<file path="src/rtl/wb_uart_tx_peripheral.sv">
// Wishbone classic slave UART transmitter: byte FIFO feeding a baud-timed 8N1 serialiser.
// state | meaning
// IDLE  | line high; pops the next byte when the FIFO is non-empty
// START | start bit (low) for one bit period
// DATA  | 8 data bits, LSB first, one bit period each
// STOP  | stop bit (high) for one bit period
module wb_uart_tx_peripheral #(
  parameter int unsigned FIFO_DEPTH  = 8,
  parameter logic [15:0] DEFAULT_DIV = 16'd868,
  parameter int unsigned ADDR_W      = 4
) (
  input  logic              clk_i,
  input  logic              rst_i,
  input  logic              wb_cyc_i,
  input  logic              wb_stb_i,
  input  logic              wb_we_i,
  input  logic [ADDR_W-1:0] wb_adr_i,
  input  logic [31:0]       wb_dat_i,
  input  logic [3:0]        wb_sel_i,
  output logic [31:0]       wb_dat_o,
  output logic              wb_ack_o,
  output logic              tx_o,
  output logic              tx_busy_o,
  output logic              fifo_empty_o
);

  localparam int unsigned PTR_W = $clog2(FIFO_DEPTH);
  localparam int unsigned CNT_W = PTR_W + 1;

  typedef enum logic [1:0] {IDLE, START, DATA, STOP} state_e;

  state_e           state_q, state_d;
  logic [15:0]      baud_q, baud_d;
  logic [15:0]      tmr_q, tmr_d;
  logic [2:0]       idx_q, idx_d;
  logic [7:0]       shift_q, shift_d;
  logic [PTR_W-1:0] wr_ptr_q, rd_ptr_q;
  logic [CNT_W-1:0] count_q;
  logic [7:0]       mem_q [FIFO_DEPTH];
  logic             ack_q, ack_d;
  logic [31:0]      dat_q, dat_d;

  logic        req, wr_en, stall, push, pop, full, empty, busy, tick, tx;
  logic [1:0]  reg_sel;
  logic [15:0] period_m1;
  logic [31:0] cnt_ext, rdata;
  logic        unused_bits;

  assign reg_sel     = wb_adr_i[3:2];
  assign req         = wb_cyc_i & wb_stb_i & ~ack_q;
  assign full        = (count_q == CNT_W'(FIFO_DEPTH));
  assign empty       = (count_q == '0);
  assign busy        = (state_q != IDLE);
  assign wr_en       = req & wb_we_i & wb_sel_i[0];
  // A TX_DATA write against a full FIFO is held off until a pop frees a slot.
  assign stall       = wr_en & (reg_sel == 2'd0) & full;
  assign push        = wr_en & (reg_sel == 2'd0) & ~full;
  assign pop         = (state_q == IDLE) & ~empty;
  assign ack_d       = req & ~stall;
  assign baud_d      = (wr_en && reg_sel == 2'd2) ? wb_dat_i[15:0] : baud_q;
  assign cnt_ext     = 32'(count_q);
  assign unused_bits = ^{wb_dat_i[31:16], wb_sel_i[3:1], wb_adr_i[1:0]};

  always_comb begin
    rdata = '0;
    case (reg_sel)
      2'd1:    rdata = {20'b0, cnt_ext[3:0], 5'b0, busy, empty, full};
      2'd2:    rdata = {16'b0, baud_q};
      default: rdata = '0;
    endcase
  end

  assign dat_d = (req && !wb_we_i) ? rdata : '0;

  always_ff @(posedge clk_i or negedge rst_i) begin
    if (!rst_i) begin
      ack_q    <= 1'b0;
      dat_q    <= '0;
      baud_q   <= DEFAULT_DIV;
      wr_ptr_q <= '0;
      rd_ptr_q <= '0;
      count_q  <= '0;
    end else begin
      ack_q  <= ack_d;
      dat_q  <= dat_d;
      baud_q <= baud_d;
      if (push) wr_ptr_q <= wr_ptr_q + PTR_W'(1);
      if (pop)  rd_ptr_q <= rd_ptr_q + PTR_W'(1);
      case ({push, pop})
        2'b10:   count_q <= count_q + CNT_W'(1);
        2'b01:   count_q <= count_q - CNT_W'(1);
        default: count_q <= count_q;
      endcase
    end
  end

  always_ff @(posedge clk_i) begin
    if (push) mem_q[wr_ptr_q] <= wb_dat_i[7:0];
  end

  // Bit timer reloads from the live divisor at each bit boundary.
  assign period_m1 = (baud_q == 16'd0) ? 16'd0 : baud_q - 16'd1;
  assign tick      = (tmr_q == 16'd0);

  always_comb begin
    state_d = state_q;
    tmr_d   = tmr_q;
    idx_d   = idx_q;
    shift_d = shift_q;
    tx      = 1'b1;
    case (state_q)
      IDLE: begin
        if (!empty) begin
          shift_d = mem_q[rd_ptr_q];
          tmr_d   = period_m1;
          state_d = START;
        end
      end
      START: begin
        tx = 1'b0;
        if (tick) begin
          tmr_d   = period_m1;
          idx_d   = 3'd0;
          state_d = DATA;
        end else begin
          tmr_d = tmr_q - 16'd1;
        end
      end
      DATA: begin
        tx = shift_q[0];
        if (tick) begin
          tmr_d   = period_m1;
          shift_d = {1'b0, shift_q[7:1]};
          idx_d   = idx_q + 3'd1;
          if (idx_q == 3'd7) state_d = STOP;
        end else begin
          tmr_d = tmr_q - 16'd1;
        end
      end
      STOP: begin
        if (tick) state_d = IDLE;
        else      tmr_d   = tmr_q - 16'd1;
      end
      default: state_d = IDLE;
    endcase
  end

  always_ff @(posedge clk_i or negedge rst_i) begin
    if (!rst_i) begin
      state_q <= IDLE;
      tmr_q   <= '0;
      idx_q   <= '0;
      shift_q <= '0;
    end else begin
      state_q <= state_d;
      tmr_q   <= tmr_d;
      idx_q   <= idx_d;
      shift_q <= shift_d;
    end
  end

  // Line level is decoded from async-reset state, so reset forces it high at once.
  assign tx_o         = tx;
  assign tx_busy_o    = busy;
  assign fifo_empty_o = empty;
  assign wb_ack_o     = ack_q;
  assign wb_dat_o     = dat_q;

endmodule

</file>
<file path="config.mk">
export PLATFORM = sky130hd
export DESIGN_NAME = wb_uart_tx_peripheral
export DESIGN_NICKNAME = d
export VERILOG_FILES = /design/src/rtl/wb_uart_tx_peripheral.sv
export SDC_FILE = /design/constraint.sdc
export NUM_CORES = 1
export LEC_CHECK = 0
export CORE_MARGIN = 1
export CORE_UTILIZATION = 55
export CTS_CLUSTER_DIAMETER = 60
export DETAILED_ROUTE_END_ITERATION = 10
export PLACE_DENSITY = 0.79
export SETUP_SLACK_MARGIN = 0.2
export SLEW_MARGIN = 20
export SYNTH_ARGS = -nofsm -noshare
export SYNTH_HDL_FRONTEND = slang
export SYNTH_SLANG_ARGS = --single-unit
</file>
<file path="constraint.sdc">
create_clock -name clk_i -period 6 [get_ports clk_i]
set_input_delay 0.9 -clock clk_i [delete_from_list [all_inputs] [get_ports clk_i]]
set_output_delay 0.9 -clock clk_i [all_outputs]
set_load 0.1 [all_outputs]
</file>
# After elaboration in Yosys (flattened, before gate mapping)
# Memory sizes are Yosys's and may differ from the RTL's.
# Cells that the tools add are included.
# word_totals
reg_bits	88
latch_bits	0
ramBits	64
rom_bits	0
in_bits	45
out_inout_bits	36
n_memories	1
# classes
n_addsub	7
n_mul	0
div_mod_pow	0
magnitude_cmp	0
n_eq_ne	15
n_shift	0
muxes	23
bitwise	13
reduce_logical	17
# mem_list
memory	words	width	read_ports	rd_ports_with_merged_regs	write_ports	line	text
mem_q	8	8	1	0	1	39	logic [7:0] mem_q [FIFO_DEPTH];
# ops
cell	n
$mux 16	4
$pmux 16 s3	1
$logic_not 16->1	2
$mux 32	1
$pmux 16 s2	1
$sub 16x1->16 const B	2
$mux 8	2
$pmux 8 s2	1
$ne 2x2->1 const B	6
$mux 2	5
$add 3x1->3 const B	3
$and 1x1->1	9
$eq 2x2->1 const B	4
$pmux 2 s4	1
$pmux 4 s2	1
$reduce_bool 2->1	4
$eq 2x1->1 const B	3
$mux 3	2
$pmux 3 s2	1
$reduce_and 3->1	2
$reduce_and 5->1	1
$add 4x1->4 const B	1
$eq 4x4->1 const B	1
$logic_not 2->1	2
10 further kinds	15

# Logic depth before layout (Yosys ltp)
# logic_depth
ltp_word	8
depth_mapped	13

# Worst setup path after synthesis
# OpenSTA, ideal clock, no wires.
# synth_path
path_kind	register -> register
startpoint	reg count_q[1]
endpoint	reg count_q[2]
setup_ns	0.131
arrival_ns	5.681
t_required_ns	5.869
path_slack_ns	0.189
stages_incl_launch_ff	12
n_path_buf	2
path_cell_list	dfrtp_1 clkbuf_1 nor4_1 nor2_1 ha_1 clkbuf_1 xor2_1 ha_1 a21oi_1 xor2_1 nor2_1 xor2_1
# synth_between
elab_chain_len	5
# synth_rtl
item	line	text
start, declared	38	logic [CNT_W-1:0] count_q;
start signal, assigned	90	2'b10: count_q <= count_q + CNT_W'(1);
start signal, assigned	91	2'b01: count_q <= count_q - CNT_W'(1);
start signal, assigned	92	default: count_q <= count_q;
$logic_not 4->1 *	52	assign empty = (count_q == '0);
via fifo_empty_o	24	output logic fifo_empty_o
$not 1->1 *	58	assign pop = (state_q == IDLE) & ~empty;
$and 1x1->1 *	58	
via pop	43	logic req, wr_en, stall, push, pop, full, empty, busy, tick, tx;
$eq 2x1->1 / $eq 2x2->1 (equally long branches)	89	case ({push, pop})
$pmux 4 s2 / $reduce_bool 2->1 (equally long branches)	-	
# The timed path passes the listed nets; every way through them passes the cells marked *.
# A chain may end at the register's enable or synchronous reset.

# Worst setup path after layout
# layout_path
startpoint	reg state_q[0]
endpoint	out tx_o
# layout_between
elab_chain_len	2
# layout_rtl
item	line	text
start, declared	32	state_e state_q, state_d;
start signal, assigned	155	state_q <= state_d;
$eq 2x2->1 / $eq 2x1->1 (equally long branches)	111	case (state_q)
$pmux 1 s2 *	111	
end, declared	22	output logic tx_o,
# Every way passes the cells marked *; elsewhere a longest branch is shown, timed or not.

==> impl_metrics.toml <==
[status]
run_status = "completed"

[floorplanning]
ios = 81
core_um2 = 11400
rows = 39
fp.dieW_um = 110
die_h_um = 110
dieArea_um2 = 12200
start_util_pct = 56.4

[setup_path]
worst-path-stages = 5
arrival_ns = 2.58
critPathMaxStageDelay_ns = 1.15
crit_start = "state_q[0]$_DFFE_PN0P_"
critPathBufInv = 2
crit_family = "buffers and inverters"
rr_worst_depth = 11
path_class = "reg -> out"
required_ns = 5.10
timing.rr.start = "state_q[0]$_DFFE_PN0P_"
path_cells = "inv_1, ha_1, nand2_1, o21ai_0, clkdlybuf4s50_1"
crit_path_end_kind = "output port"
crit_slowest_cell = "clkdlybuf4s50_1"
cp-start-kind = "flop"
crit_fanout = 7

[cts]
clkTransAtPathRegs_ns = 0.06
clock-root-buffer = "clkbuf_16"
clockBufferDepth = 2
cts_tree = "done"
post_cts_resized = 0
clkLatencyLatePin_ns = 0.43
cts_max_level = 4
post_cts_buffers = 0
cts_buffers = 17
clock-sinks = 136
ctsHoldBuffers = 0

[detailed_routing]
drt_iter0_markers = 298
ant_nets = 0
detail_route.first_pass.iterations = 5
routed_wl_um = 13100
drc = 0
via_per_inst = 5.89
vias = 4144
routedWlPerCell_um = 18.6

[timing]
fin_crit_sh_pct = 58.1
setup_viol = 0
tightest_slew_ns = 1.00
skew_ns = 0.00980
fmax_ghz = 0.287
rsz0062_at_grt = "no"
hold_viol = 0
drv_slew = 0
fin_crit_ns = 3.48
tns_ns = 0
slew_headroom_pct = 32.9

[global_routing]
grt_util_all_layers_pct = 23.8
grt_pass1_wl_um = 20700
grt_pass1_vias = 3999
grt_max_degree = 73
grt-ovfl-total = 0
antenna_found_initial = 0

[power_and_ir_drop]
p_sw_share_pct = 38.6
pwr_density_cell_nw_per_um2 = 485
irDropWorstVdd_mv = 0.331
p_sw_mw = 1.40
combPwrFrac_pct = 37.1
leakage_nw = 2.97
p_clk_share_pct = 26.2
p_int_mw = 2.23
p_seq_share_pct = 36.7

[yosys]
avgSynthCellArea_um2 = 12.9
synthTopCellsByCount = "dfrtp_1 (67), edfxtp_1 (64), nand2_1 (42), nor2_1 (41), o21ai_0 (23)"
synth_most_common_cell = "dfrtp_1"
syn_inst = 498
async_reset_ff_share_pct = 52.9
synth.distinct_cells = 64
seq_area_frac_synth_pct = 57.9
netlist_top_cells_area = "edfxtp_1 (30%), dfrtp_1 (26%), mux4_2 (5.6%)"
ys_seq_elements = 136
yosys_warnings = 0
yosys_most_used_dff = "dfrtp_1"
netlist_area_um2 = 6440
synth_edf_count = 64
synth_top_area_share_pct = 29.8
synth_top_cell_by_area = "edfxtp_1"

[finish]
multi_input_area_um2 = 2520
fin_nets = 611
utilization_pct = 65.5
fillers = 814
regArea_um2 = 3730
syn_to_final_growth_pct = 16.1
drive_gt1_share_pct = 16.8
n_antenna_cell = 0

[min_path]
worst_hold_path.num_cells = 2
min_path_type = "reg -> reg"
hold_path.startpoint = "shift_q[1]$_DFFE_PN0P_"

[run]
max_cap_violations = 0

[place]
port-buffer-count = 43
place_hpwl_um = 8790
gp_congestion = 0.862
[placed cells by master (no fill, tap or decap), drive strengths merged, types with 5 or more instances in the layout]
master and instances:
nor3 12, and3 10, dfstp 5, dfrtp 67, inv 18, nand3 8
ha 18, o211ai 7, edfxtp 64, clkbuf 18, mux2 18, nor4 10
nand2 42, clkdlybuf4s50 42, mux4 16, clkinv 8, o21ai 30, nand2b 5
conb 16, xor2 9, a21oi 7, o221ai 6, mux2i 11, buf 6
xnor2 11, nor2 41, a22oi 9
[cell type report]
type | instances | area share, %
flip-flops and latches | 136 | 49.9
multi-input cells | 330 | 33.7
repair buffers | 48 | 6.19
clock buffers | 18 | 5.74
well taps | 143 | 2.39
clock inverters | 13 | 1.40
inverters | 15 | 0.753
[through the flow]
step | cell area, um2 | cells | total power [mW] | worst slack, ns | hold slack [ns]
after floorplan | 6500 | 513 | 2.38 | 1.74 | 0.445
after global placement | 6950 | 672 | 2.62 | 2.43 | 0.458
after detailed placement | 6950 | 672 | 2.67 | 2.27 | 0.483
after CTS | 7480 | 703 | 3.63 | 2.48 | 0.497
after global routing | 7480 | 703 | 3.82 | 2.39 | 0.512
final | 7480 | 703 | 3.62 | 2.52 | 0.490
[layer usage]
metal | wire length [um] | vias to the layer above | global-route usage (%)
li1 | - | 1923 | -
met1 | 5660 | 2082 | 31.4
met2 | 6530 | 121 | 38.0
met3 | 635 | 18 | 6.53
met4 | 230 | 0 | 8.46
met5 | 0 | - | 0
[final timing paths]
| kind | end | slack (ns) |
|---|---|---|
| worst max-delay path | tx_o | 2.52 |
| worst min-delay path | shift_q[1]$_DFFE_PN0P_ | 0.49 |
| worst max register to register | count_q[2]$_DFFE_PN0P_ | 3.13 |
| worst min register to register | shift_q[1]$_DFFE_PN0P_ | 0.49 |
| max in group asynchronous | rd_ptr_q[0]$_DFFE_PN0P_ | 4.67 |
| min in group asynchronous | state_q[1]$_DFFE_PN0P_ | 0.68 |
[power groups by stage]
| stage | sequential [mW] | clock [mW] | combinational (mW) |
|---|---|---|---|
| 2_1_floorplan | 1.23 | 0 | 1.15 |
| 3_3_place_gp | 1.33 | 0 | 1.28 |
| 3_5_place_dp | 1.34 | 0 | 1.33 |
| 4_1_cts | 1.33 | 0.960 | 1.34 |
| 5_1_grt | 1.36 | 1.00 | 1.46 |
| 6_report | 1.33 | 0.951 | 1.34 |
[cells by family (layout without fill, tap and decap cells)]
kind of cell | count (synthesis) | in the layout | share of synthesized area (%)
compound gates | 84 | 84 | 9.94
xor+xnor | 20 | 20 | 2.72
fa+ha+maj | 18 | 18 | 3.50
buf+inv | 47 | 94 | 4.00
flops | 136 | 136 | 57.9
mux | 45 | 45 | 10.4
other cells | 1 | 16 | 0.0582
simple gates | 147 | 147 | 11.4
[sequential cells by signal, indices dropped and copies added, names as in the netlist]
name,count
mem_q,64
baud_q,16
tmr_q,16
wb_dat_o,16
shift_q,8
count_q,4
idx_q,3
rd_ptr_q,3
wr_ptr_q,3
state_q,2
wb_ack_o,1
[tightest hold or removal path: stages, from the launching register on]
cell and delay (ns):
dfrtp_1 0.35, nand2_1 0.05, o21ai_0 0.06
No activity file was read; power rests on OpenSTA's default activity.
